**config.mk**
```make
export PLATFORM = sky130hd
export DESIGN_NAME = calc_vector_sequencer_flat
export DESIGN_NICKNAME = d
export VERILOG_FILES = /design/src/rtl/calc_vector_sequencer_if.sv /design/src/rtl/calc_vector_sequencer.sv /design/src/flat_wrapper.sv
export SDC_FILE = /design/constraint.sdc
export NUM_CORES = 1
export LEC_CHECK = 0
export ABC_AREA = 1
export CORE_MARGIN = 4
export CORE_UTILIZATION = 40
export DETAILED_ROUTE_END_ITERATION = 10
export PLACE_DENSITY = 0.65
export SKIP_CTS_REPAIR_TIMING = 1
export SLEW_MARGIN = 10
export SYNTH_ARGS = -nofsm -noshare
export SYNTH_HDL_FRONTEND = slang
export SYNTH_SLANG_ARGS = --single-unit
```
**constraint.sdc**
```tcl
create_clock -name clk -period 2 [get_ports clk]
set_input_delay 0.2 -clock clk [delete_from_list [all_inputs] [get_ports clk]]
set_output_delay 0.2 -clock clk [all_outputs]
set_load 0.005 [all_outputs]
```
**src/rtl/calc_vector_sequencer_if.sv**
```systemverilog
// Board-side bus of calc_vector_sequencer: sweep controls, calculator results,
// and the driven vector / captured log.
interface calc_vector_sequencer_if;
    logic        start;
    logic        auto;
    logic        step_btn;
    logic        y;
    logic        z;
    logic        a;
    logic        b;
    logic        c;
    logic        d;
    logic [3:0]  idx;
    logic [31:0] yz_log;
    logic        done;

    modport master (
        output start, auto, step_btn, y, z,
        input  a, b, c, d, idx, yz_log, done
    );

    modport slave (
        input  start, auto, step_btn, y, z,
        output a, b, c, d, idx, yz_log, done
    );
endinterface

```
**src/rtl/calc_vector_sequencer.sv**
```systemverilog
// Sweeps {a,b,c,d} through 0..15 and logs the calculator's {y,z} for each vector.
// Define DEBOUNCE_EN to debounce step_btn over DEBOUNCE_CYCLES stable cycles.
module calc_vector_sequencer #(
    parameter int unsigned TICK_CYCLES     = 100_000_000,
    parameter int unsigned SETTLE_CYCLES   = 2,
    parameter int unsigned DEBOUNCE_CYCLES = 1_000_000
) (
    input  logic                    clk,
    input  logic                    reset,
    calc_vector_sequencer_if.slave  bus
);
    localparam int unsigned CNT_MAX = (TICK_CYCLES > SETTLE_CYCLES) ? TICK_CYCLES : SETTLE_CYCLES;
    localparam int unsigned CNT_W   = $clog2(CNT_MAX + 1);
    localparam logic [CNT_W-1:0] TICK_LAST   = CNT_W'(TICK_CYCLES - 1);
    localparam logic [CNT_W-1:0] SETTLE_LAST = CNT_W'(SETTLE_CYCLES - 1);

    if (TICK_CYCLES < 1 || SETTLE_CYCLES < 1 || DEBOUNCE_CYCLES < 1) begin : g_param_check
        $error("calc_vector_sequencer: cycle parameters must be >= 1");
    end

    typedef enum logic [2:0] {
        IDLE,
        SETTLE,
        CAPTURE,
        WAIT,
        DONE
    } state_e;

    state_e             state_q, state_d;
    logic [CNT_W-1:0]   cnt_q, cnt_d;
    logic [3:0]         idx_q, idx_d;
    logic [31:0]        log_q, log_d;
    logic               done_q, done_d;

    logic [1:0]         sync_q;
    logic               step_lvl;
    logic               step_prev_q;
    logic               step_p;
    logic               wait_exit;

`ifdef DEBOUNCE_EN
    localparam int unsigned DB_W = $clog2(DEBOUNCE_CYCLES + 1);
    logic [DB_W-1:0]    db_cnt_q;
    logic               db_lvl_q;

    // Counts consecutive cycles the synchronised level disagrees with the debounced one.
    always_ff @(posedge clk) begin
        if (reset) begin
            db_cnt_q <= '0;
            db_lvl_q <= 1'b0;
        end else if (sync_q[1] == db_lvl_q) begin
            db_cnt_q <= '0;
        end else if (db_cnt_q == DB_W'(DEBOUNCE_CYCLES - 1)) begin
            db_cnt_q <= '0;
            db_lvl_q <= sync_q[1];
        end else begin
            db_cnt_q <= db_cnt_q + 1'b1;
        end
    end

    assign step_lvl = db_lvl_q;
`else
    assign step_lvl = sync_q[1];
`endif

    always_ff @(posedge clk) begin
        if (reset) begin
            sync_q      <= '0;
            step_prev_q <= 1'b0;
        end else begin
            sync_q      <= {sync_q[0], bus.step_btn};
            step_prev_q <= step_lvl;
        end
    end

    assign step_p    = step_lvl & ~step_prev_q;
    assign wait_exit = bus.auto ? (cnt_q == TICK_LAST) : step_p;

    always_ff @(posedge clk) begin
        if (reset) begin
            state_q <= IDLE;
            cnt_q   <= '0;
            idx_q   <= '0;
            log_q   <= '0;
            done_q  <= 1'b0;
        end else begin
            state_q <= state_d;
            cnt_q   <= cnt_d;
            idx_q   <= idx_d;
            log_q   <= log_d;
            done_q  <= done_d;
        end
    end

    always_comb begin
        state_d = state_q;
        unique case (state_q)
            IDLE:    if (bus.start) state_d = SETTLE;
            SETTLE:  if (cnt_q == SETTLE_LAST) state_d = CAPTURE;
            CAPTURE: state_d = WAIT;
            WAIT:    if (wait_exit) state_d = (idx_q == 4'd15) ? DONE : SETTLE;
            DONE:    if (bus.start) state_d = SETTLE;
            default: state_d = IDLE;
        endcase
    end

    // done is registered off DONE, so it rises one edge after the last WAIT exit.
    always_comb begin
        cnt_d  = cnt_q;
        idx_d  = idx_q;
        log_d  = log_q;
        done_d = (state_q == DONE) && !bus.start;
        unique case (state_q)
            IDLE, DONE: begin
                cnt_d = '0;
                if (bus.start) begin
                    idx_d = '0;
                    log_d = '0;
                end
            end
            SETTLE: begin
                cnt_d = (cnt_q == SETTLE_LAST) ? '0 : cnt_q + 1'b1;
            end
            CAPTURE: begin
                cnt_d = '0;
                log_d[{idx_q, 1'b0} +: 2] = {bus.y, bus.z};
            end
            WAIT: begin
                // Manual mode parks the dwell count at 0 so a switch to auto starts fresh.
                cnt_d = bus.auto ? cnt_q + 1'b1 : '0;
                if (wait_exit) begin
                    cnt_d = '0;
                    if (idx_q != 4'd15) idx_d = idx_q + 1'b1;
                end
            end
            default: begin
                cnt_d = '0;
            end
        endcase
    end

    assign bus.a      = idx_q[3];
    assign bus.b      = idx_q[2];
    assign bus.c      = idx_q[1];
    assign bus.d      = idx_q[0];
    assign bus.idx    = idx_q;
    assign bus.yz_log = log_q;
    assign bus.done   = done_q;
endmodule

```
**src/flat_wrapper.sv**
```systemverilog
// flat-port wrapper written by rule: the top's interface ports become plain ports
module calc_vector_sequencer_flat 
#(
    parameter int unsigned TICK_CYCLES     = 100_000_000,
    parameter int unsigned SETTLE_CYCLES   = 2,
    parameter int unsigned DEBOUNCE_CYCLES = 1_000_000
)
  (clk, reset, bus_start, bus_auto, bus_step_btn, bus_y, bus_z, bus_a, bus_b, bus_c, bus_d, bus_idx, bus_yz_log, bus_done);
  calc_vector_sequencer_if bus_i ();
  input  logic clk;
  input  logic reset;
  input wire logic [$bits(bus_i.start)-1:0] bus_start;
  input wire logic [$bits(bus_i.auto)-1:0] bus_auto;
  input wire logic [$bits(bus_i.step_btn)-1:0] bus_step_btn;
  input wire logic [$bits(bus_i.y)-1:0] bus_y;
  input wire logic [$bits(bus_i.z)-1:0] bus_z;
  output wire logic [$bits(bus_i.a)-1:0] bus_a;
  output wire logic [$bits(bus_i.b)-1:0] bus_b;
  output wire logic [$bits(bus_i.c)-1:0] bus_c;
  output wire logic [$bits(bus_i.d)-1:0] bus_d;
  output wire logic [$bits(bus_i.idx)-1:0] bus_idx;
  output wire logic [$bits(bus_i.yz_log)-1:0] bus_yz_log;
  output wire logic [$bits(bus_i.done)-1:0] bus_done;
  assign bus_i.start = bus_start;
  assign bus_i.auto = bus_auto;
  assign bus_i.step_btn = bus_step_btn;
  assign bus_i.y = bus_y;
  assign bus_i.z = bus_z;
  assign bus_a = bus_i.a;
  assign bus_b = bus_i.b;
  assign bus_c = bus_i.c;
  assign bus_d = bus_i.d;
  assign bus_idx = bus_i.idx;
  assign bus_yz_log = bus_i.yz_log;
  assign bus_done = bus_i.done;
  calc_vector_sequencer #(.TICK_CYCLES(TICK_CYCLES), .SETTLE_CYCLES(SETTLE_CYCLES), .DEBOUNCE_CYCLES(DEBOUNCE_CYCLES)) u_core (.clk(clk), .reset(reset), .bus(bus_i));
endmodule
```
==> results.json <==
{
  "cp-endpoint": "u_core.cnt_q[26]",
  "p_comb_frac": 0.327,
  "grt_antenna_before_repair": 0,
  "final_common_cell": "nand2_1",
  "cp_max_fo": 27,
  "wl_met1_mm": 3.989,
  "wire_per_inst_um": 12.82,
  "power_switching_share": 0.3568,
  "core_area_um2": 8721,
  "final_cell_mix": "nand2_1 (93), nor2_1 (70), dfxtp_1 (70)",
  "max_freq_mhz": 553.3,
  "relSlewSlack": 0.6279,
  "setup_viol": 0,
  "p_sw_mw": 1.587,
  "hold_violations": 0,
  "ys_types": 31,
  "ys_async_sr_fraction": 0,
  "synth_enable_flop_cells": 0,
  "syn_area_per_cell_um2": 7.044,
  "outcome": "finished clean",
  "grtUsageTotal": 0.1683,
  "ios": 48,
  "grt_pass1_vias": 3049,
  "ir_worst_vdd_mv": 0.5254,
  "place_ws_ns": 0.1050,
  "p_int_mw": 2.862,
  "wl_mm": 8.663,
  "reg2reg_from": "u_core.cnt_q[0]",
  "wl_met3_um": 370,
  "grt_overflow": 0,
  "syn_nets": 523,
  "path_cells": "ha_1 > nand3_2 > nor2_4 > nand2_4 > clkinv_1 > nand3_2 > nand2_2 > o21ai_2 > nand2_8 > nor2_1",
  "cts_max_level": 3,
  "cp_slowest_stage_delay_ns": 0.42,
  "areaGrowthSynthToFinish_pct": 23.55,
  "syn_area_um2": 3592,
  "slowest_stage": "dfxtp_1",
  "finalMaxSlewViolations": 0,
  "crit_top_cell": "nand3_2",
  "rsz0062_at_grt": "false",
  "place_hpwl_mm": 6.481,
  "initial_core_util": 0.4119,
  "cts_sinks": 70,
  "ant_nets": 0,
  "fin_setup_tns_ns": 0,
  "clk_pin_slew_ns": 0.08,
  "wl_met2_mm": 4.196,
  "leakage_nw": 1.680,
  "cts_root_buf": "clkbuf_8",
  "fin_nets": 576,
  "drtIter0Drc": 178,
  "synth-seq-area-share": 0.3901,
  "finClkSkew_ns": 0.008243,
  "diodes": 0,
  "cp-start-kind": "register",
  "rr_endpoint": "u_core.cnt_q[26]",
  "route.detailed.drc": 0,
  "worstSetupEndpointType": "register",
  "r2r_slack_ns": 0.19,
  "p_per_area_nw_per_um2": 1003,
  "die-width_um": 102.8,
  "routabilityCongestion": 0.9070,
  "yosys_warnings": 0,
  "fillers": 836,
  "vias": 3331,
  "syn_inst": 510,
  "r2r_cells": 10,
  "finalCritPeriodShare": 0.9037,
  "required_ns": 2.24,
  "cts_buffer_depth": 2,
  "cts_buffers": 9,
  "cp.arrival_ns": 2.04,
  "viasPerCell": 4.928,
  "die-area_um2": 10560,
  "min_period_ns": 1.807,
  "clkPwrFrac": 0.326,
  "ys.flop_type": "dfxtp_1",
  "rows": 34,
  "cts_tree": "yes",
  "numPortBuffers": 47,
  "grt_pass1_wl_mm": 13.98,
  "grt_max_degree": 29,
  "insertion_delay_ns": 0.35,
  "hold_path.class": "register to register",
  "worst_slew_pin_slew_ns": 0.5539,
  "critical_path_class": "register to register",
  "maxCapViolCount": 0,
  "ys_seq_elements": 70,
  "worst_slack_ns": 0.1927,
  "drive_gt1_frac": 0.1180,
  "crit_path_start": "u_core.cnt_q[0]",
  "dr.max_layer_used": "met4",
  "first_pass_iters": 4,
  "die_h_um": 102.8,
  "seqPwrFrac": 0.347
}
[worst max-delay path: cells and delay by family (launching register included)]
kind / cells / cell delay (ns)
AOI/OAI and AO/OA: 1 / 0.10
DFF: 1 / 0.42
buffers and inverters: 1 / 0.06
and+or+nand+nor: 7 / 0.84
adders and majority gates: 1 / 0.27
[kinds of logic after synthesis]
kind of cell,after synthesis,share of synthesized area
AOI/OAI and AO/OA,46,0.06862
xor gates and xnor gates,23,0.05608
adders and majority gates,6,0.02090
buffers and inverters,89,0.1069
DFF,70,0.3901
and+or+nand+nor,276,0.3574
[how the worst min path moves through the flow]
stage                          start               end  slack (ns)  cells after the start
finish              u_core.sync_q[0]  u_core.sync_q[1]        0.40                      2
global route        u_core.sync_q[0]  u_core.sync_q[1]        0.43                      2
CTS                 u_core.sync_q[0]  u_core.sync_q[1]        0.40                      2
detailed placement  u_core.sync_q[0]  u_core.sync_q[1]        0.39                      2
global placement    u_core.sync_q[0]  u_core.sync_q[1]        0.39                      2
floorplan               bus_step_btn  u_core.sync_q[0]        0.31                      2
[power by group through the flow]
stage	clock, mW	sequential [mW]	combinational [mW]
final	1.45	1.54	1.46
after global placement	0	1.56	1.37
after detailed placement	0	1.57	1.40
after floorplan	0	1.58	0.995
after CTS	1.48	1.54	1.41
after global routing	1.55	1.55	1.62
[area by class of cell]
class | instances | area (µm²) | share of cell area
Multi-Input combinational cell | 351 | 1823 | 0.4108
Tap cell | 108 | 135.1 | 0.03045
Clock buffer | 11 | 151.4 | 0.03411
Sequential cell | 70 | 1401 | 0.3158
Clock inverter | 5 | 103.9 | 0.02340
Timing Repair Buffer | 57 | 545.5 | 0.1229
Inverter | 74 | 277.8 | 0.06259
[sequential cells by signal (all words and copies together) (netlist names)]
name,count
u_core.bus.done,1
u_core.bus.idx,4
u_core.bus.yz_log,32
u_core.cnt_q,27
u_core.state_q,3
u_core.step_prev_q,1
u_core.sync_q,2
[stage by stage]
| step | instances | instance area, µm² | utilization | hold slack (ns) | power [mW] |
|---|---|---|---|---|---|
| floorplan | 510 | 3592 | - | 0.3070 | 2.578 |
| global placement | 660 | 4167 | 0.4778 | 0.3886 | 2.939 |
| detailed placement | 660 | 4167 | 0.4778 | 0.3922 | 2.966 |
| CTS | 676 | 4422 | 0.5070 | 0.4032 | 4.425 |
| global route | 676 | 4438 | 0.5089 | 0.4260 | 4.721 |
| finish | 676 | 4438 | 0.5089 | 0.4030 | 4.450 |
[per-layer routing]
layer | GRT usage | vias to the layer above
met2 | 0.2790 | 74
met3 | 0.03451 | 11
met4 | 0.05876 | 0
li1 | - | 1706
met1 | 0.2178 | 1540
met5 | 0 | -
[Yosys cell counts (5+ instances only)]
| library cell | count | area (µm²) |
|---|---|---|
| nand3_1 | 54 | 270.3 |
| nor2_2 | 21 | 131.4 |
| clkbuf_1 | 5 | 18.77 |
| nor2_1 | 70 | 262.8 |
| nand2_1 | 93 | 349.1 |
| xor2_1 | 19 | 166.4 |
| nor3_1 | 11 | 55.05 |
| nand4_1 | 14 | 87.58 |
| a21oi_1 | 33 | 165.2 |
| inv_1 | 66 | 247.7 |
| ha_1 | 6 | 75.07 |
| dfxtp_1 | 70 | 1401 |
| o21ai_0 | 8 | 40.04 |
| inv_2 | 5 | 18.77 |
Note: power is estimated with default switching activity, not from simulation.
